$ cat src/rtl/note_sequencer.sv
// Note sequencer: takes note events and holds TONE/VOL for each note's length in ticks, silencing a trailing gap.
// Latency: TONE/VOL change one cycle after the accepting edge; every note takes LEN*TICK_DIV cycles plus one cycle in WAIT.
// Backpressure: NOTE_READY is high only in WAIT, so a note is accepted only between notes; STOP wins over any offered note.
module note_sequencer #(
  parameter int TICK_DIV  = 100000,
  parameter int GAP_TICKS = 2
) (
  input  logic       CLK,
  input  logic       RST,
  input  logic       START,
  input  logic       STOP,
  input  logic       NOTE_VALID,
  output logic       NOTE_READY,
  input  logic [5:0] NOTE_TONE,
  input  logic [3:0] NOTE_VOL,
  input  logic [7:0] NOTE_LEN,
  output logic [5:0] TONE,
  output logic [3:0] VOL,
  output logic       BUSY,
  output logic       DONE
);

  localparam int PW = (TICK_DIV > 1) ? $clog2(TICK_DIV) : 1;

  localparam logic [1:0] S_IDLE = 2'd0;
  localparam logic [1:0] S_WAIT = 2'd1;
  localparam logic [1:0] S_PLAY = 2'd2;
  localparam logic [1:0] S_GAP  = 2'd3;

  logic [1:0]    state;
  logic [PW-1:0] presc;
  logic [7:0]    remaining;
  logic          gap_ok;   // note is longer than the gap, so its tail gets silenced

  logic          tick;
  logic [7:0]    rem_dec;

  // Tick on the last prescaler count; remaining is never zero while a note is timed.
  always_comb begin
    tick    = (presc == PW'(TICK_DIV - 1));
    rem_dec = remaining - 8'd1;
  end

  // Ready and busy follow the state directly.
  always_comb begin
    NOTE_READY = (state == S_WAIT);
    BUSY       = (state != S_IDLE);
  end

  // Main sequencer: state, prescaler, note timing and registered tone outputs.
  always_ff @(posedge CLK or posedge RST) begin
    if (RST) begin
      state     <= S_IDLE;
      presc     <= '0;
      remaining <= '0;
      gap_ok    <= 1'b0;
      TONE      <= '0;
      VOL       <= '0;
      DONE      <= 1'b0;
    end else begin
      DONE <= 1'b0;
      if (STOP) begin
        state <= S_IDLE;
        presc <= '0;
        TONE  <= '0;
        VOL   <= '0;
      end else begin
        case (state)
          S_IDLE: begin
            presc <= '0;
            if (START) state <= S_WAIT;
          end
          S_WAIT: begin
            presc <= '0;
            if (NOTE_VALID) begin
              if (NOTE_LEN != 8'd0) begin
                TONE      <= NOTE_TONE;
                VOL       <= NOTE_VOL;
                remaining <= NOTE_LEN;
                gap_ok    <= ({1'b0, NOTE_LEN} > 9'(GAP_TICKS));
                state     <= S_PLAY;
              end else begin
                // End-of-song marker.
                DONE  <= 1'b1;
                state <= S_IDLE;
              end
            end
          end
          S_PLAY: begin
            presc <= tick ? '0 : presc + PW'(1);
            if (tick) begin
              remaining <= rem_dec;
              if (rem_dec == 8'd0) begin
                state <= S_WAIT;
                TONE  <= '0;
                VOL   <= '0;
              end else if (gap_ok && (rem_dec == 8'(GAP_TICKS))) begin
                state <= S_GAP;
                TONE  <= '0;
                VOL   <= '0;
              end
            end
          end
          default: begin  // S_GAP: already silent, just run out the remaining ticks
            presc <= tick ? '0 : presc + PW'(1);
            if (tick) begin
              remaining <= rem_dec;
              if (rem_dec == 8'd0) state <= S_WAIT;
            end
          end
        endcase
      end
    end
  end

endmodule

$ cat config.mk
export PLATFORM = sky130hd
export DESIGN_NAME = note_sequencer
export DESIGN_NICKNAME = d
export VERILOG_FILES = /design/src/rtl/note_sequencer.sv
export SDC_FILE = /design/constraint.sdc
export NUM_CORES = 1
export LEC_CHECK = 0
export CAP_MARGIN = 40
export CORE_ASPECT_RATIO = 0.5
export CORE_MARGIN = 1
export CORE_UTILIZATION = 50
export DETAILED_ROUTE_END_ITERATION = 7
export GPL_ROUTABILITY_DRIVEN = 0
export PLACE_DENSITY = 0.75
export SLEW_MARGIN = 25
export SYNTH_ARGS = -nofsm -noshare
export SYNTH_HDL_FRONTEND = slang
export SYNTH_SLANG_ARGS = --single-unit
$ cat constraint.sdc
create_clock -name CLK -period 2.6 [get_ports CLK]
set_clock_uncertainty 0.05 [all_clocks]
set_input_delay 0.52 -clock CLK [delete_from_list [all_inputs] [get_ports CLK]]
set_output_delay 0.52 -clock CLK [all_outputs]
set_load 0.01 [all_outputs]
==> reports/qor.csv, run 1 <==
stage,metric,value,unit
placement,DP HPWL,3.56,mm
logic_synthesis,Post-synth top flop,dfrtp_1,
final_layout,Final Core Density,75.4,%
worst_hold_path,worst hold stages,1,
logic_synthesis,synth unique cells,49,
clock_tree,CTS tree,done,
setup_path,"Critical Path, Cell by Cell","clkdlybuf4s50_1, or4_4, or4b_4, mux2_4, nor2_4, a21oi_4, mux2i_1",
logic_synthesis,Post-synth EDFFs,0,
timing,relative slew slack,56.0,%
worst_hold_path,HP Class,reg2reg,
timing,RSZ-0062 raised after global routing,no,
run_status,outcome,completed,
grt,total global routing overflow,0,
floorplan,Initial Util,55.1,%
timing,fin crit share,97.5,%
final_layout,Fillers,281,
routing,Detail Route Antenna Nets,0,
timing,"Hold Vio Cnt, Final",0,
clock_tree,CTS buffer count,5,
floorplan,core area,4120,µm²
logic_synthesis,"Seq/Total Area, Yosys",42.9,%
routing,first drt pass iteration count,4,
timing,final setup fails,0,
logic_synthesis,Mapped Nets,279,
final_layout,"Net count, final",350,
setup_path,Crit Path Class,in2reg,
setup_path,Reg2Reg Depth,8,
logic_synthesis,Netlist Area Pre-Place,2270,µm²
clock_tree,clk_lat worst skew,300,ps
power,Pleak,0.00142,µW
grt,first-pass GRT wire length,8.71,mm
routing,vias post-DR,2040,
logic_synthesis,Synth async-reset ratio,100,%
final_layout,Final Non-Filler Cells,375,
timing,f_max,394,MHz
grt,vias in the first global route,1953,
logic_synthesis,Mapped Cells,249,
final_layout,most frequent cells in the layout,"dfrtp_1, nor2_1, buf_4, clkdlybuf4s50_1, nand2_1",
routing,initial DRC count,116,
grt,initial antenna violation count,0,
final_layout,share of layout cells above drive strength 1,18.7,%
power,"IR drop worst, VDD",0.000536,V
setup_path,Worst Path Max Fanout,5,
timing,min Tclk post-route,2530,ps
logic_synthesis,Ys Warns,0,
placement,quantity of I/O buffers inserted on ports,35,
setup_path,crit end category,flop,
final_layout,ANT cells,0,
final_layout,"commonest non-fill, non-tap cell in the layout",dfrtp_1,
timing,Least-Margin Pin Slew,658,ps
routing,drt wl/cell,14.0,µm
floorplan,die footprint,4840,µm²
floorplan,Die Width,97.4,µm
run,max-capacitance violation count,0,
setup_path,CP max stage cell,or4b_4,
setup_path,Worst EP arrival,2660,ps
setup_path,Required @ worst endpoint,2720,ps
floorplan,I/O pin count,36,
floorplan,FP Rows,16,
clock_tree,Max clock buf depth,2,
clock_tree,root buffer cell,clkbuf_8,
timing,final slew viol count,0,
floorplan,Die Span Y,49.7,µm
routing,overall routed net length,5.24,mm
clock_tree,# H-tree levels,2,
logic_synthesis,Mean Syn Cell Area,9.13,µm²
routing,drt drc,0,
grt,GR Util All Layers,22.7,%
power,Cell Pwr Density,959,nW/µm²
grt,largest net degree at the start of global routing,40,
clock_tree,clock sink count,39,
placement,Post-Place Cells,363,
setup_path,crit path launch type,primary input,
clock_tree,"Reg clk slew, reported paths",80,ps
logic_synthesis,Synth Register Bits,39,
routing,via/cell ratio,5.44,
final_layout,area delta synth->final,36.8,%
setup_path,"Largest stage delay, worst path",550,ps
-- power by group --
group	leakage (µW)	switching (µW)	total, µW	internal, µW
combinational	0.000841	800	1590	787
sequential	0.000516	103	866	763
clock	0.0000612	219	529	311
-- stage by stage --
| stage | TNS [ps] | total power (µW) | hold WS, ps | cell area [µm²] | worst slack, ps |
|---|---|---|---|---|---|
| after floorplan | 0 | 1790 | 405 | 2270 | 194 |
| after global routing | 0 | 3200 | 488 | 3110 | 2.25 |
| final | 0 | 2980 | 451 | 3110 | 65.0 |
| after detailed placement | -4900 | 2350 | 442 | 2890 | -304 |
| after CTS | 0 | 2880 | 454 | 3000 | 6.85 |
| after global placement | -5620 | 2310 | 428 | 2880 | -392 |
-- cell usage after synthesis (all sizes together), types with 2 or more instances --
cell / count / area, µm²
or3: 3 / 18.8
inv: 19 / 71.3
nor2: 39 / 149
and2: 2 / 12.5
a21oi: 7 / 35.0
and3: 5 / 36.3
nand3: 8 / 40.0
nor4: 5 / 37.5
xnor2: 6 / 52.6
dfrtp: 39 / 976
nand4bb: 2 / 22.5
xor2: 9 / 78.8
or4: 4 / 33.8
buf: 5 / 46.3
or4b: 2 / 23.8
nand2: 22 / 82.6
nand3b: 2 / 15.0
mux2: 2 / 26.3
o21ai: 18 / 90.1
nor3: 5 / 25.0
ha: 7 / 87.6
nor2b: 4 / 25.0
a2111oi: 2 / 23.8
clkbuf: 3 / 11.3
nand4: 4 / 25.0
mux2i: 12 / 120
-- worst paths after layout --
check                       startpoint           end  slack [ps]
setup / recovery           NOTE_LEN[6]       TONE[3]          70
hold / removal                presc[0]      presc[0]         450
setup reg to reg              presc[0]  remaining[7]         150
hold reg to reg               presc[0]      presc[0]         450
max in group asynchronous          RST        VOL[1]        1550
min in group asynchronous          RST       TONE[5]         610
-- kinds of logic (layout without fill, tap and decap cells) --
logic type / count (synthesis) / count (layout) / synth area share, %
xor gates and xnor gates: 15 / 15 / 5.78
adders and majority gates: 7 / 7 / 3.85
DFF: 39 / 39 / 42.9
and+or+nand+nor: 110 / 110 / 25.3
muxes: 14 / 14 / 6.44
buffers and inverters: 27 / 98 / 5.67
AOI/OAI and AO/OA: 37 / 38 / 10.1
-- metal layers --
layer / up-vias / GRT usage, % / routed length (µm)
met3: 9 / 5.11 / 198
li1: 997 / - / -
met5: - / 0 / 0
met2: 45 / 39.2 / 2490
met4: 0 / 6.62 / 62
met1: 989 / 28.9 / 2490
-- registers in the layout, indices dropped and copies added, names as in the netlist --
register	flops
remaining	8
DONE	1
TONE	6
gap_ok	1
presc	17
state	2
VOL	4
-- timing repair --
item / CTS / global route
hold buffers: 0 / 0
endpoints found under the hold margin: 0 / 0
setup buffers: 0 / 3
endpoints found under the setup margin: 0 / 14
resized for setup: 0 / 17
-- worst max-delay path: cells and delay by family --
family / cells / cell delay (ps)
buf+inv: 1 / 430
simple gates: 3 / 1170
mux: 2 / 440
compound gates: 1 / 90
-- final cells by class --
class / instances / area (µm²) / area share [%]
Sequential cell: 39 / 976 / 31.4
Timing Repair Buffer: 71 / 636 / 20.4
Clock buffer: 6 / 82.6 / 2.66
Tap cell: 54 / 67.6 / 2.17
Clock inverter: 2 / 35.0 / 1.13
Multi-Input combinational cell: 184 / 1240 / 39.9
Inverter: 19 / 71.3 / 2.29
No activity file was read; power rests on OpenSTA's default activity.
==> run 2: changes to the inputs <==
--- a/config.mk
+++ b/config.mk
@@ -8,10 +8,11 @@
 export CAP_MARGIN = 40
 export CORE_ASPECT_RATIO = 0.5
 export CORE_MARGIN = 1
-export CORE_UTILIZATION = 50
+export CORE_UTILIZATION = 53
 export DETAILED_ROUTE_END_ITERATION = 7
 export GPL_ROUTABILITY_DRIVEN = 0
-export PLACE_DENSITY = 0.75
+export HOLD_SLACK_MARGIN = 0.08
+export PLACE_DENSITY = 0.79
 export SLEW_MARGIN = 25
 export SYNTH_ARGS = -nofsm -noshare
 export SYNTH_HDL_FRONTEND = slang
==> run 2 against run 1 <==
  * Sequential power is 1% higher
  * Fmax hardly changed
  * Sequential share of layout area is 0.78 points higher
  * Hold slack worse by 7.4 ps
  * Non-clock buffer count decreased by 4
  * Die area decreased by 5.5%
  * Largest cell class unchanged
==> reports/qor.csv, run 2 (same netlist as run 1, synthesis figures left out) <==
stage,metric,value,unit
power,sequential power share,31.3,%
power,"IR drop worst, VDD",0.000622,V
setup_path,Worst Path Max Fanout,6,
grt,GRT Max-Usage Layer,met2,
clock_tree,CTS buffer count,5,
timing,min Tclk post-route,2530,ps
power,Int Power,1700,µW
routing,initial DRC count,83,
grt,vias in the first global route,2003,
clock_tree,Max clock buf depth,2,
power,Cell Pwr Density,924,nW/µm²
grt,grt met2 use,43.6,%
timing,Least-Margin Pin Slew,649,ps
floorplan,Die Span Y,48.3,µm
clock_tree,clock sink count,39,
power,sw frac,39.6,%
placement,DP HPWL,3.73,mm
floorplan,core area,4000,µm²
routing,via/cell ratio,5.47,
routing,drt drc,0,
setup_path,CP max stage cell,or4b_4,
clock_tree,clk_lat worst skew,300,ps
clock_tree,# H-tree levels,2,
timing,Min Hold Slack,443,ps
grt,total global routing overflow,0,
final_layout,share of layout cells above drive strength 1,17.7,%
timing,fin crit share,97.4,%
routing,drt wl/cell,13.9,µm
grt,GR Util All Layers,25.3,%
final_layout,most frequent cells in the layout,"dfrtp_1, nor2_1, clkdlybuf4s50_1, buf_4, nand2_1",
routing,overall routed net length,5.13,mm
timing,final slew viol count,0,
run,max-capacitance violation count,0,
setup_path,"Largest stage delay, worst path",560,ps
floorplan,I/O pin count,36,
grt,met1 Use GR,31.3,%
floorplan,die footprint,4570,µm²
final_layout,area delta synth->final,33.6,%
final_layout,Reg with most FFs,presc,
timing,relative slew slack,55.6,%
setup_path,crit end category,flop,
setup_path,Required @ worst endpoint,2780,ps
timing,"Hold Vio Cnt, Final",0,
timing,final setup fails,0,
final_layout,ANT cells,0,
setup_path,"Critical Path, Cell by Cell","or4b_4, nor4_4, nor2b_4, o21ai_4, buf_6, or4_1, nand3_1",
timing,f_max,395,MHz
routing,first drt pass iteration count,4,
grt,largest net degree at the start of global routing,40,
routing,Detail Route Antenna Nets,0,
placement,Post-Place Cells,360,
clock_tree,CTS tree,done,
setup_path,Worst EP arrival,2720,ps
power,Comb power frac,54.3,%
worst_hold_path,HP Class,reg2reg,
clock_tree,root buffer cell,clkbuf_8,
setup_path,Crit Path Class,reg2reg,
final_layout,Final Non-Filler Cells,370,
final_layout,"Net count, final",345,
placement,quantity of I/O buffers inserted on ports,35,
power,Pleak,0.00136,µW
power,Sw Pwr,1110,µW
final_layout,Top Registers,"presc x17, remaining x8, TONE x6",
power,Clock Power Share,14.5,%
timing,setup tns final,0,ps
grt,initial antenna violation count,0,
floorplan,Die Width,94.6,µm
run_status,outcome,completed,
grt,met3 Use GR,5.82,%
setup_path,crit path launch type,flop,
floorplan,FP Rows,16,
grt,first-pass GRT wire length,8.81,mm
routing,vias post-DR,2024,
final_layout,Largest register FFs,17,
clock_tree,"Reg clk slew, reported paths",80,ps
floorplan,Initial Util,56.8,%
## run 2: cell type report
cell class                 instances  area, µm²
multi-input combinational        183       1240
sequential                        39        977
fill                             299        966
timing repair buffer              67        593
clock buffer                       6       72.6
inverter                          19       71.3
tap                               54       67.6
clock inverter                     2       12.5
## run 2: power groups by stage
stage	clock [µW]	combinational [µW]	sequential (µW)
final	407	1520	877
after CTS	414	1480	871
after global routing	449	1670	897
after detailed placement	0	1450	881
after global placement	0	1400	873
after floorplan	0	867	924
## run 2: worst max-delay path, delay by kind of cell, from the launching register on
| kind | cells | cell delay (ps) |
|---|---|---|
| AO/OA/AOI/OAI | 1 | 70 |
| flip-flops | 1 | 430 |
| AND/OR/NAND/NOR | 5 | 1750 |
| buffers and inverters | 1 | 150 |
## run 2: routing by layer
layer	share of wire, %	vias up
met4	2.0	0
met1	46	968
met5	0	-
met2	49	55
met3	3.6	13
li1	-	988
## run 2: final timing paths
kind | from | to | slack [ps] | cells after the start
worst max-delay path | presc[11] | remaining[7] | 70 | 7
worst min-delay path | presc[0] | presc[0] | 440 | 1
worst max register to register | presc[11] | remaining[7] | 70 | 7
worst min register to register | presc[0] | presc[0] | 440 | 1
max in group asynchronous | RST | presc[12] | 1530 | 3
min in group asynchronous | RST | TONE[4] | 610 | 3
## run 2: metrics by stage
step                      util (%)  total power (µW)  area [µm²]  setup slack, ps
after floorplan                  -              1790        2270              194
after global placement        71.4              2270        2860             -390
after detailed placement      71.5              2330        2860             -338
after CTS                     74.4              2760        2980             9.84
after global routing          75.9              3020        3040            -26.8
final                         75.9              2810        3040             66.8
## run 2: what timing repair did
item,CTS,global route
gates resized for setup,7,9
gates cloned,1,0
setup buffers,0,1
pin swaps,6,4
setup endpoints to repair,3,18
endpoints found under the hold margin,0,0
hold buffers,0,0
